`config.mk`:
```
export PLATFORM = sky130hd
export DESIGN_NAME = memoria_instrucoes_param_flat
export DESIGN_NICKNAME = d
export VERILOG_FILES = /design/src/rtl/imem_pkg.sv /design/src/rtl/memoria_instrucoes_param_if.sv /design/src/rtl/imem_boot_seq.sv /design/src/rtl/memoria_instrucoes_param.sv /design/src/flat_wrapper.sv
export SDC_FILE = /design/constraint.sdc
export NUM_CORES = 1
export LEC_CHECK = 0
export ABC_AREA = 1
export ABC_CLOCK_PERIOD_IN_PS = 4300
export BUFFER_PORTS_ARGS = -buffer_cell sky130_fd_sc_hd__buf_2
export CORE_ASPECT_RATIO = 2
export CORE_UTILIZATION = 66
export CTS_CLUSTER_SIZE = 12
export DETAILED_ROUTE_END_ITERATION = 6
export PLACE_DENSITY_LB_ADDON = 0.05
export SETUP_SLACK_MARGIN = 0.15
export SYNTH_ARGS = -nofsm -noshare
export SYNTH_HDL_FRONTEND = slang
export SYNTH_HIERARCHICAL = 1
export SYNTH_SLANG_ARGS = --single-unit
export TNS_END_PERCENT = 5
```
`constraint.sdc`:
```
create_clock -name Clock -period 4.3 [get_ports Clock]
set_input_delay 0.86 -clock Clock [delete_from_list [all_inputs] [get_ports Clock]]
set_output_delay 0.86 -clock Clock [all_outputs]
set_load 0.005 [all_outputs]
```
`src/rtl/imem_pkg.sv`:
```
// ---------------------------------------------------------------------------
// imem_pkg
// Shared definitions for the parametrised instruction memory:
//   - opcode and register codes of the 16-bit instruction encoding
//   - boot sequencer state encoding (INIT / IDLE)
//   - boot_word(): the default program image written after reset or on a
//     soft re-init request
// Optional feature macro used elsewhere in this slice: IMEM_PARITY_EN.
// ---------------------------------------------------------------------------
package imem_pkg;

  // Opcodes live in instruction bits [15:13].
  localparam logic [2:0] OP_NOP = 3'd0;
  localparam logic [2:0] OP_ADD = 3'd2;
  localparam logic [2:0] OP_SUB = 3'd3;
  localparam logic [2:0] OP_LD  = 3'd4;
  localparam logic [2:0] OP_ST  = 3'd5;

  // Register codes (3-bit fields).
  localparam logic [2:0] REG_R0 = 3'd0;
  localparam logic [2:0] REG_R1 = 3'd1;
  localparam logic [2:0] REG_R2 = 3'd2;
  localparam logic [2:0] REG_R3 = 3'd3;

  // Width of one boot-image word before it is fitted to DATA_W.
  localparam int BOOT_WORD_W = 16;

  typedef enum logic {
    ST_INIT = 1'b0,
    ST_IDLE = 1'b1
  } boot_state_t;

  // Default program image. Anything past the listed words is a NOP (0).
  function automatic logic [BOOT_WORD_W-1:0] boot_word(input int unsigned addr);
    logic [BOOT_WORD_W-1:0] w;
    case (addr)
      0:       w = 16'hA081;  // ST  R0,R1,#1
      1:       w = 16'h8882;  // LD  R2,R1,#2
      2:       w = 16'h40A0;  // ADD R0,R1,R2
      3:       w = 16'h60A2;  // SUB R0,R1,R2,#2
      4:       w = 16'h6000;  // SUB R0,R0,R0
      5:       w = 16'h40A0;  // ADD R0,R1,R2
      6:       w = 16'h40A0;  // ADD R0,R1,R2
      default: w = '0;
    endcase
    return w;
  endfunction

endpackage

```
`src/rtl/memoria_instrucoes_param_if.sv`:
```
// ---------------------------------------------------------------------------
// memoria_instrucoes_param_if
// Bus bundle between the fetch stage / program loader (master) and the
// instruction memory (slave).
//   Init_req  master->slave  soft re-boot request (one-cycle pulse)
//   Busy      slave->master  boot sequencer running
//   Rd_en, Rd_addr           fetch request and address
//   Q, Q_valid               fetched word and its one-cycle valid pulse
//   Wren, Wr_addr, Din       load port
//   Par_err                  parity error flag aligned with Q_valid
//   Flip_par                 parity error injection (only with IMEM_PARITY_EN)
// ---------------------------------------------------------------------------
interface memoria_instrucoes_param_if #(
  parameter int DATA_W = 16,
  parameter int ADDR_W = 4
);

  logic              Init_req;
  logic              Busy;
  logic              Rd_en;
  logic [ADDR_W-1:0] Rd_addr;
  logic [DATA_W-1:0] Q;
  logic              Q_valid;
  logic              Wren;
  logic [ADDR_W-1:0] Wr_addr;
  logic [DATA_W-1:0] Din;
  logic              Par_err;
`ifdef IMEM_PARITY_EN
  logic              Flip_par;

  modport master (
    output Init_req, Rd_en, Rd_addr, Wren, Wr_addr, Din, Flip_par,
    input  Busy, Q, Q_valid, Par_err
  );

  modport slave (
    input  Init_req, Rd_en, Rd_addr, Wren, Wr_addr, Din, Flip_par,
    output Busy, Q, Q_valid, Par_err
  );
`else
  modport master (
    output Init_req, Rd_en, Rd_addr, Wren, Wr_addr, Din,
    input  Busy, Q, Q_valid, Par_err
  );

  modport slave (
    input  Init_req, Rd_en, Rd_addr, Wren, Wr_addr, Din,
    output Busy, Q, Q_valid, Par_err
  );
`endif

endinterface

```
`src/rtl/imem_boot_seq.sv`:
```
// ---------------------------------------------------------------------------
// imem_boot_seq
// Boot sequencer: walks a counter over every memory address after reset or a
// soft re-init request, producing the write strobe and address used to load
// the default program image.
//   Clock     rising-edge clock
//   Reset     asynchronous active-low reset (restarts the sequence at 0)
//   Init_req  re-init request, honoured only in IDLE
//   busy      high while the sequence runs (state INIT)
//   boot_we   write strobe into the array (same as busy)
//   boot_addr address being written this cycle
// ---------------------------------------------------------------------------
module imem_boot_seq
  import imem_pkg::*;
#(
  parameter int ADDR_W = 4
) (
  input  logic              Clock,
  input  logic              Reset,
  input  logic              Init_req,
  output logic              busy,
  output logic              boot_we,
  output logic [ADDR_W-1:0] boot_addr
);

  localparam int CNT_W = ADDR_W + 1;
  localparam logic [CNT_W-1:0] LAST_ADDR = CNT_W'((2 ** ADDR_W) - 1);

  boot_state_t      state_q, state_d;
  logic [CNT_W-1:0] cnt_q, cnt_d;

  always_ff @(posedge Clock or negedge Reset) begin
    if (!Reset) begin
      state_q <= ST_INIT;
      cnt_q   <= '0;
    end else begin
      // NOTE: clocked state uses non-blocking assignments so every register
      // samples the pre-edge values; combinational blocks below use blocking.
      state_q <= state_d;
      cnt_q   <= cnt_d;
    end
  end

  always_comb begin
    // NOTE: defaults first so every path assigns every output (no latches).
    state_d = state_q;
    cnt_d   = cnt_q;
    unique case (state_q)
      ST_INIT: begin
        cnt_d = cnt_q + CNT_W'(1);
        // The last address is written this cycle; hand over on this edge.
        if (cnt_q == LAST_ADDR) begin
          state_d = ST_IDLE;
        end
      end
      ST_IDLE: begin
        if (Init_req) begin
          state_d = ST_INIT;
          cnt_d   = '0;
        end
      end
    endcase
  end

  assign busy      = (state_q == ST_INIT);
  assign boot_we   = busy;
  assign boot_addr = cnt_q[ADDR_W-1:0];

endmodule

```
`src/rtl/memoria_instrucoes_param.sv`:
```
// ---------------------------------------------------------------------------
// memoria_instrucoes_param
// Parametrised instruction memory with a fetch port (1-cycle registered
// read, Q_valid pulse) and a load port. A boot sequencer fills the array with
// the default program image after reset and on a soft re-init request; host
// reads, writes and re-init requests are ignored while it runs.
//   Clock  rising-edge clock
//   Reset  asynchronous active-low reset (array contents are kept)
//   bus    slave side of memoria_instrucoes_param_if (Init_req, Busy, fetch,
//          load and Par_err signals)
// Optional feature: define IMEM_PARITY_EN to store an even-parity bit per
// word, enable Flip_par error injection and drive Par_err from the stored
// parity. Without it Par_err is tied low.
// ---------------------------------------------------------------------------
module memoria_instrucoes_param
  import imem_pkg::*;
#(
  parameter int DATA_W   = 16,
  parameter int ADDR_W   = 4,
  parameter int BOOT_LEN = 7
) (
  input logic                      Clock,
  input logic                      Reset,
  memoria_instrucoes_param_if.slave bus
);

  localparam int DEPTH = 2 ** ADDR_W;
`ifdef IMEM_PARITY_EN
  localparam int MEM_W = DATA_W + 1;  // {parity, data}
`else
  localparam int MEM_W = DATA_W;
`endif

  logic [MEM_W-1:0] mem [DEPTH];

  logic              busy;
  logic              boot_we;
  logic [ADDR_W-1:0] boot_addr;

  imem_boot_seq #(
    .ADDR_W (ADDR_W)
  ) u_boot_seq (
    .Clock     (Clock),
    .Reset     (Reset),
    .Init_req  (bus.Init_req),
    .busy      (busy),
    .boot_we   (boot_we),
    .boot_addr (boot_addr)
  );

  assign bus.Busy = busy;

  // Host accesses only count in IDLE, and a re-init request in the same cycle
  // swallows them.
  logic host_ok;
  assign host_ok = !busy && !bus.Init_req;

  // Boot image word fitted to DATA_W (truncated or zero-extended), with
  // everything at or past BOOT_LEN forced to NOP.
  logic [BOOT_WORD_W-1:0] boot_raw;
  logic [DATA_W-1:0]      boot_data;

  always_comb begin
    boot_raw  = '0;
    boot_data = '0;
    if (32'(boot_addr) < BOOT_LEN) begin
      boot_raw = boot_word(32'(boot_addr));
    end
    for (int i = 0; i < DATA_W && i < BOOT_WORD_W; i++) begin
      boot_data[i] = boot_raw[i];
    end
  end

  // Write-port mux: the boot sequencer owns the array while busy.
  logic              mem_we;
  logic [ADDR_W-1:0] mem_waddr;
  logic [MEM_W-1:0]  mem_wword;
  logic              host_wpar;

`ifdef IMEM_PARITY_EN
  assign host_wpar = (^bus.Din) ^ bus.Flip_par;
`else
  assign host_wpar = 1'b0;
`endif

  always_comb begin
    mem_we    = 1'b0;
    mem_waddr = '0;
    mem_wword = '0;
    if (boot_we) begin
      mem_we    = 1'b1;
      mem_waddr = boot_addr;
`ifdef IMEM_PARITY_EN
      mem_wword = {^boot_data, boot_data};
`else
      mem_wword = boot_data;
`endif
    end else if (host_ok && bus.Wren) begin
      mem_we    = 1'b1;
      mem_waddr = bus.Wr_addr;
`ifdef IMEM_PARITY_EN
      mem_wword = {host_wpar, bus.Din};
`else
      mem_wword = bus.Din;
`endif
    end
  end

  // NOTE: the array has no reset; contents survive Reset and are rebuilt by
  // the boot sequencer, which also keeps it mappable to RAM.
  always_ff @(posedge Clock) begin
    if (mem_we) begin
      mem[mem_waddr] <= mem_wword;
    end
  end

  // Fetch: a same-address write in the same cycle is forwarded (write-through).
  logic             rd_fire;
  logic             wt_hit;
  logic [MEM_W-1:0] rd_word;

  assign rd_fire = host_ok && bus.Rd_en;
  assign wt_hit  = host_ok && bus.Wren && (bus.Wr_addr == bus.Rd_addr);

`ifdef IMEM_PARITY_EN
  assign rd_word = wt_hit ? {host_wpar, bus.Din} : mem[bus.Rd_addr];
`else
  assign rd_word = wt_hit ? bus.Din : mem[bus.Rd_addr];
`endif

  logic [DATA_W-1:0] q_q;
  logic              q_valid_q;

  always_ff @(posedge Clock or negedge Reset) begin
    if (!Reset) begin
      q_q       <= '0;
      q_valid_q <= 1'b0;
    end else begin
      q_valid_q <= rd_fire;
      if (rd_fire) begin
        q_q <= rd_word[DATA_W-1:0];
      end
    end
  end

  assign bus.Q       = q_q;
  assign bus.Q_valid = q_valid_q;

`ifdef IMEM_PARITY_EN
  logic par_err_q;
  logic rd_perr;

  assign rd_perr = (^rd_word[DATA_W-1:0]) != rd_word[DATA_W];

  always_ff @(posedge Clock or negedge Reset) begin
    if (!Reset) begin
      par_err_q <= 1'b0;
    end else begin
      par_err_q <= rd_fire && rd_perr;
    end
  end

  assign bus.Par_err = par_err_q;
`else
  assign bus.Par_err = 1'b0;
  logic unused_host_wpar;
  assign unused_host_wpar = host_wpar;
`endif

endmodule

```
`src/flat_wrapper.sv`:
```
// flat-port wrapper written by rule: the top's interface ports become plain ports
module memoria_instrucoes_param_flat import imem_pkg::*;
#(
  parameter int DATA_W   = 16,
  parameter int ADDR_W   = 4,
  parameter int BOOT_LEN = 7
)
  (Clock, Reset, bus_Init_req, bus_Rd_en, bus_Rd_addr, bus_Wren, bus_Wr_addr, bus_Din, bus_Busy, bus_Q, bus_Q_valid, bus_Par_err);
  memoria_instrucoes_param_if #(.DATA_W(DATA_W), .ADDR_W(ADDR_W)) bus_i ();
  input logic Clock;
  input logic Reset;
  input wire logic [$bits(bus_i.Init_req)-1:0] bus_Init_req;
  input wire logic [$bits(bus_i.Rd_en)-1:0] bus_Rd_en;
  input wire logic [$bits(bus_i.Rd_addr)-1:0] bus_Rd_addr;
  input wire logic [$bits(bus_i.Wren)-1:0] bus_Wren;
  input wire logic [$bits(bus_i.Wr_addr)-1:0] bus_Wr_addr;
  input wire logic [$bits(bus_i.Din)-1:0] bus_Din;
  output wire logic [$bits(bus_i.Busy)-1:0] bus_Busy;
  output wire logic [$bits(bus_i.Q)-1:0] bus_Q;
  output wire logic [$bits(bus_i.Q_valid)-1:0] bus_Q_valid;
  output wire logic [$bits(bus_i.Par_err)-1:0] bus_Par_err;
  assign bus_i.Init_req = bus_Init_req;
  assign bus_i.Rd_en = bus_Rd_en;
  assign bus_i.Rd_addr = bus_Rd_addr;
  assign bus_i.Wren = bus_Wren;
  assign bus_i.Wr_addr = bus_Wr_addr;
  assign bus_i.Din = bus_Din;
  assign bus_Busy = bus_i.Busy;
  assign bus_Q = bus_i.Q;
  assign bus_Q_valid = bus_i.Q_valid;
  assign bus_Par_err = bus_i.Par_err;
  memoria_instrucoes_param #(.DATA_W(DATA_W), .ADDR_W(ADDR_W), .BOOT_LEN(BOOT_LEN)) u_core (.Clock(Clock), .Reset(Reset), .bus(bus_i));
endmodule
```
### Word-level counts from Yosys, hierarchy flattened

Memories as Yosys holds them, arrays and structs flattened. A register that Yosys moved wholly into a read port is not among the register bits.
Cells that the tools add are included.

| operators by class | value |
|---|---|
| add/subtract/negate cells | 1 |
| magnitude comparators | 1 |
| equal/unequal tests | 8 |
| muxes and demuxes | 15 |
| bitwise gates (word level) | 1 |
| reductions and logical operators | 7 |

Operator list:

| operator | count |
|---|---|
| 16-bit one-hot mux with 5 select lines | 1 |
| 16-bit two-way mux | 3 |
| 4-bit by 3-bit equality test with 1-bit output (second input constant) | 3 |
| 5-bit one-hot mux with 2 select lines | 1 |
| 4-bit by 2-bit equality test with 1-bit output (second input constant) | 2 |
| 4-bit two-way mux | 2 |
| 1-bit two-way mux | 6 |
| 5-bit by 1-bit adder with 5-bit output (second input constant) | 1 |
| 5-bit by 4-bit equality test with 1-bit output (second input constant) | 1 |
| 5-bit two-way mux | 1 |
| 4-bit by 1-bit equality test with 1-bit output (second input constant) | 1 |
| 4-bit zero test | 1 |
| 4-bit by 3-bit < comparator with 1-bit output (second input constant) | 1 |
| 1-bit logical AND | 3 |
| 3-bit OR reduction | 1 |
| 1-bit zero test | 2 |
| 2-bit != test (second input constant) | 1 |
| 1-bit one-hot mux with 2 select lines | 1 |
| 1-bit NOT | 1 |

| word-level totals | value |
|---|---|
| bits in registers | 7 |
| memory bits (writable) | 256 |
| input bits | 29 |
| output and inout port bits | 19 |
| memories kept | 1 |

Memory list:

| name | depth | bits a word | read ports | clocked after Yosys merged registers in | wr ports | RTL line | RTL |
|---|---|---|---|---|---|---|---|
| u_core.mem | 16 | 16 | 1 | 1 | 1 | memoria_instrucoes_param.sv:34 | `logic [MEM_W-1:0] mem [DEPTH];` |

### Logic depth before layout (Yosys ltp)

| depth | value |
|---|---|
| depth in word-level cells | 7 |
| depth in mapped cells | 11 |
| gate-level depth less buffers | 9 |

### Cells and area by module

The synthesis kept the hierarchy.

Modules (own cells, without submodules):

| module | times used | cells each | area an instance (sq um) | seq. area each (sq um) |
|---|---|---|---|---|
| memoria_instrucoes_param | 1 | 1205 | 12064.1 | 8112.8 |
| imem_boot_seq | 1 | 43 | 334.1 | 150.1 |

### Least setup slack after synthesis

OpenSTA, ideal clock, no wires.

| timing | value |
|---|---|
| path kind | input port to flip-flop |
| start point | in bus_Init_req |
| end point | mem u_core/mem[12][0] (netlist name) (enable) |
| library setup time | 0.388 ns |
| data arrival time | 2.275 ns |
| required time | 3.912 ns |
| slack | 1.637 ns |
| stages | 7 |
| buffers on the path | 0 |
| path through | nor2_4 nand2_2 nor2_4 inv_4 o22ai_2 nand2_2 nor2_1 |

| between the ends | value |
|---|---|
| word-level cells in the longest chain between the ends | 7 |
| elaborated cells on any way between the ends | 9 |
| classes of those cells | mux (6); reduce/logical (3) |

Ends and longest elaborated chain:

| what | RTL line | RTL |
|---|---|---|
| from (decl) | flat_wrapper.sv:12 | `input wire logic [$bits(bus_i.Init_req)-1:0] bus_Init_req;` |
| 1-bit zero test (*) | memoria_instrucoes_param.sv:56 | `assign host_ok = !busy && !bus.Init_req;` |
| 1-bit logical AND (*) | memoria_instrucoes_param.sv:56 |  |
| 1-bit logical AND (*) | memoria_instrucoes_param.sv:98 | `end else if (host_ok && bus.Wren) begin` |
| 1-bit two-way mux | memoria_instrucoes_param.sv:98 |  |
| 1-bit two-way mux | memoria_instrucoes_param.sv:90 | `if (boot_we) begin` |
| 1-bit two-way mux | memoria_instrucoes_param.sv:112 | `if (mem_we) begin` |
| 1-bit two-way mux (implied by the code) | memoria_instrucoes_param.sv:113 | `mem[mem_waddr] <= mem_wword;` |
| to (decl) | memoria_instrucoes_param.sv:34 |  |

Mark *: on every way between the ends. The rest lies on a longest branch, timed or not.

### Worst setup path after layout

| timing | value |
|---|---|
| start point | reg u_core.u_boot_seq.state_q |
| end point | mem u_core/mem[11][8] (netlist name) (enable) |

| between the ends | value |
|---|---|
| word-level cells in the longest chain between the ends | 6 |
| elaborated cells on any way between the ends | 8 |
| classes of those cells | mux (6); reduce/logical (2) |

Ends and longest elaborated chain:

| what | RTL line | RTL |
|---|---|---|
| from (decl) | imem_boot_seq.sv:29 | `boot_state_t state_q, state_d;` |
| from (signal assigned) | imem_boot_seq.sv:39 | `state_q <= state_d;` |
| 1-bit logical AND | memoria_instrucoes_param.sv:56 |  |
| 1-bit logical AND | memoria_instrucoes_param.sv:98 |  |
| 1-bit two-way mux | memoria_instrucoes_param.sv:98 |  |
| 1-bit two-way mux | memoria_instrucoes_param.sv:90 |  |
| 1-bit two-way mux | memoria_instrucoes_param.sv:112 |  |
| 1-bit two-way mux (implied by the code) | memoria_instrucoes_param.sv:113 |  |

Parallel ways exist; a longest one is shown, timed or not.

==> metrics.txt <==
outcome=finished, final reports clean; maximum number of pins on one net before global-route repair=62; cell class contributing the biggest share of worst-path delay=simple AND/OR/NAND/NOR gates; cells after synthesis=1248; H-tree levels=1; total routed wirelength=30.7 mm; count of state elements after synthesis=~280; power density normalized to cell area=615 nW/um^2; fin worst setup slack=1410 ps; number of buffers and inverters on the critical path=2; CTS Sinks=about 280; number of failing setup endpoints in the final timing report=0; worst endpoint required time=4440 ps; CTS tree=done; part of the Yosys area used for sequential elements=0.666; worst-path cell chain=inv_1, nor2_4, nand2_2, nor2_4, inv_4, o22ai_2, nand2_1, nor2_2; remaining global-route overflow=0; via count of the first global-routing pass=approximately 8600; net count of the finished layout=1320; type of the tightest min-delay check=in -> async; Post-Layout Cell Count=roughly 1500; RSZ-0062 raised after global routing=no; first-pass detailed-route iteration total=4; initial cell density of the core=0.677; DP Area=12800 um^2; setup total negative slack=0 ps; nets in the synthesized netlist=about 1300; share of the cycle needed by the critical path after routing=0.672; post-CTS setup repair buffer count=0; Inst Count DP=between 1000 and 1500; share of cells above drive strength 1=0.103; number of library cell types mapped by synthesis=30; count of routing violations after the opening detailed-route iteration=658; final critical-path required period=2890 ps; most frequent standard cell in the layout excluding fill and tap cells=nand2_1; number of resized instances in the post-cts repair step=0; synthesis-to-layout area growth=9.25%; achievable clock frequency=346 MHz; number of I/O port buffers=46; last weighted congestion value of the routability-driven placer=0.942; Antenna diodes=0; relative slew slack=0.114; Critical Path Fanout Max=16; slowest library cell on the worst path=nor2_2; master cell of the clock root buffer=clkbuf_16; highest-count cells in the layout ignoring fill and taps=469 x nand2_1, 256 x edfxtp_1, 182 x nand3_1; DPL Wire Length=between 15 and 20 mm; DRC violations left=0; Cell Area, Synth=12400 um^2; startpoint types=flop; worst ir drop on vdd=456 uV; Worst Skew=10.3 ps; CTS hold repair buffers=0; number of maximum-capacitance constraint violations=0; I/O pin cnt=48; clock latency at the later pin of the worst-skew pair=520 ps; total routing resource utilization after global routing=0.329; overall die area=19400 um^2; CTS Buf Count=27; maximum clock path buffer count=3; number of standard-cell rows in the floorplan=70; Worst-path clk slew=60 ps; leak pwr=0.00602 uW; die width=between 90 and 100 um; Crit Path Category=reg -> reg; final core utilization=0.740; initial antenna violation count=0; die height=196 um; number of vias in the routed layout=between 8000 and 9000; final non-filler cell area=about 14000 um^2; most used cell, CP=nor2_4; Yosys warning total=6; Final Max Tran Viols=0; maximum cell stage delay along the critical path=790 ps; core box area=approximately 18000 um^2; endpoint class of the critical path=flop; post-detailed-route via-to-cell ratio=5.71; pre-CTS setup slack=1280 ps; count of final hold-check violations=0; global-route wire length before repair=around 47 mm; average cell area after synthesis=9.93 um^2; worst path arrival time=~3000 ps; Tightest Pin Transition=approximately 1300 ps; number of antenna-violating nets in the routed design=0; WL per Instance=between 20 and 25 um
## metal layers
| metal | wire length [um] | GRT usage | up-vias |
|---|---|---|---|
| met5 | 0 | 0 | - |
| met1 | 10900 | 0.391 | 4110 |
| met2 | 16100 | 0.593 | 432 |
| met4 | 1220 | 0.144 | 0 |
| met3 | 2490 | 0.0410 | 80 |
| li1 | - | - | 4090 |
## synthesized netlist by cell type
cell type,instances,share of area
nand2_1,469,0.14
edfxtp_1,256,0.62
nand3_1,182,0.073
inv_1,157,0.048
nor2_1,64,0.019
buf_4,24,0.015
dfrtp_1,23,0.046
buf_2,16,0.0065
clkbuf_1,10,0.0030
buf_1,7,0.0021
buf_6,6,0.0054
o21ai_0,5,0.0020
nand2_2,4,0.0020
inv_2,3,0.00091
o21ai_1,3,0.0012
ha_1,2,0.0020
nor2_4,2,0.0018
o22ai_2,2,0.0020
xor2_1,2,0.0014
a21oi_1,1,0.00040
a21oi_2,1,0.00071
a22oi_1,1,0.00061
clkinv_2,1,0.00040
conb_1,1,0.00030
inv_4,1,0.00050
nand3_2,1,0.00081
o21ai_2,1,0.00071
o22ai_1,1,0.00050
or2_1,1,0.00050
xnor2_1,1,0.00071
## flip-flops by register name, summed over array words and instances, names as in the netlist
| register | cells |
|---|---|
| u_core/u_boot_seq/cnt_q | 5 |
| u_core/mem | 256 |
| u_core/u_boot_seq/state_q | 1 |
| u_core/bus.Q_valid | 1 |
| u_core/bus.Q | 16 |
## final cells by class
cell class                      instances  area (um^2)
Tap cell                              216          270
Clock buffer                           48          754
Clock inverter                          1         8.76
Multi-Input combinational cell        744         3170
Inverter                              162          614
Fill cell                            1295         4760
Sequential cell                       279         8260
Timing Repair Buffer                   75          463
## cells by family after synthesis
group,after synthesis,share of synthesized area
compound gates,15,0.00817
simple gates,723,0.240
flops,279,0.666
other cells,1,0.000302
fa+ha+maj,2,0.00202
xor+xnor,3,0.00212
buf+inv,225,0.0809
## where the power goes
| group | switching [uW] | total [uW] | internal (uW) |
|---|---|---|---|
| registers | 234 | 4230 | 4000 |
| clock network | 925 | 2100 | 1180 |
| logic | 1470 | 1990 | 526 |
## worst paths after layout
check	start	end	slack, ps	cells past startpoint
max	u_core/u_boot_seq/state_q	u_core/mem[11][8]	1410	8
min	Reset	u_core/bus.Q[8]	330	1
max reg2reg	u_core/u_boot_seq/state_q	u_core/mem[11][8]	1410	8
min reg2reg	u_core/bus.Q[15]	u_core/bus.Q[15]	480	2
max in group asynchronous	Reset	u_core/bus.Q[13]	3590	1
min in group Clock	u_core/bus.Q[15]	u_core/bus.Q[15]	480	2
## stage by stage
step	total power (uW)	hold slack [ps]
6_report	8330	334
5_1_grt	8680	371
4_1_cts	8340	338
3_5_place_dp	6250	461
3_3_place_gp	6170	459
2_1_floorplan	5410	472
Power figures use the tool's default switching activity.
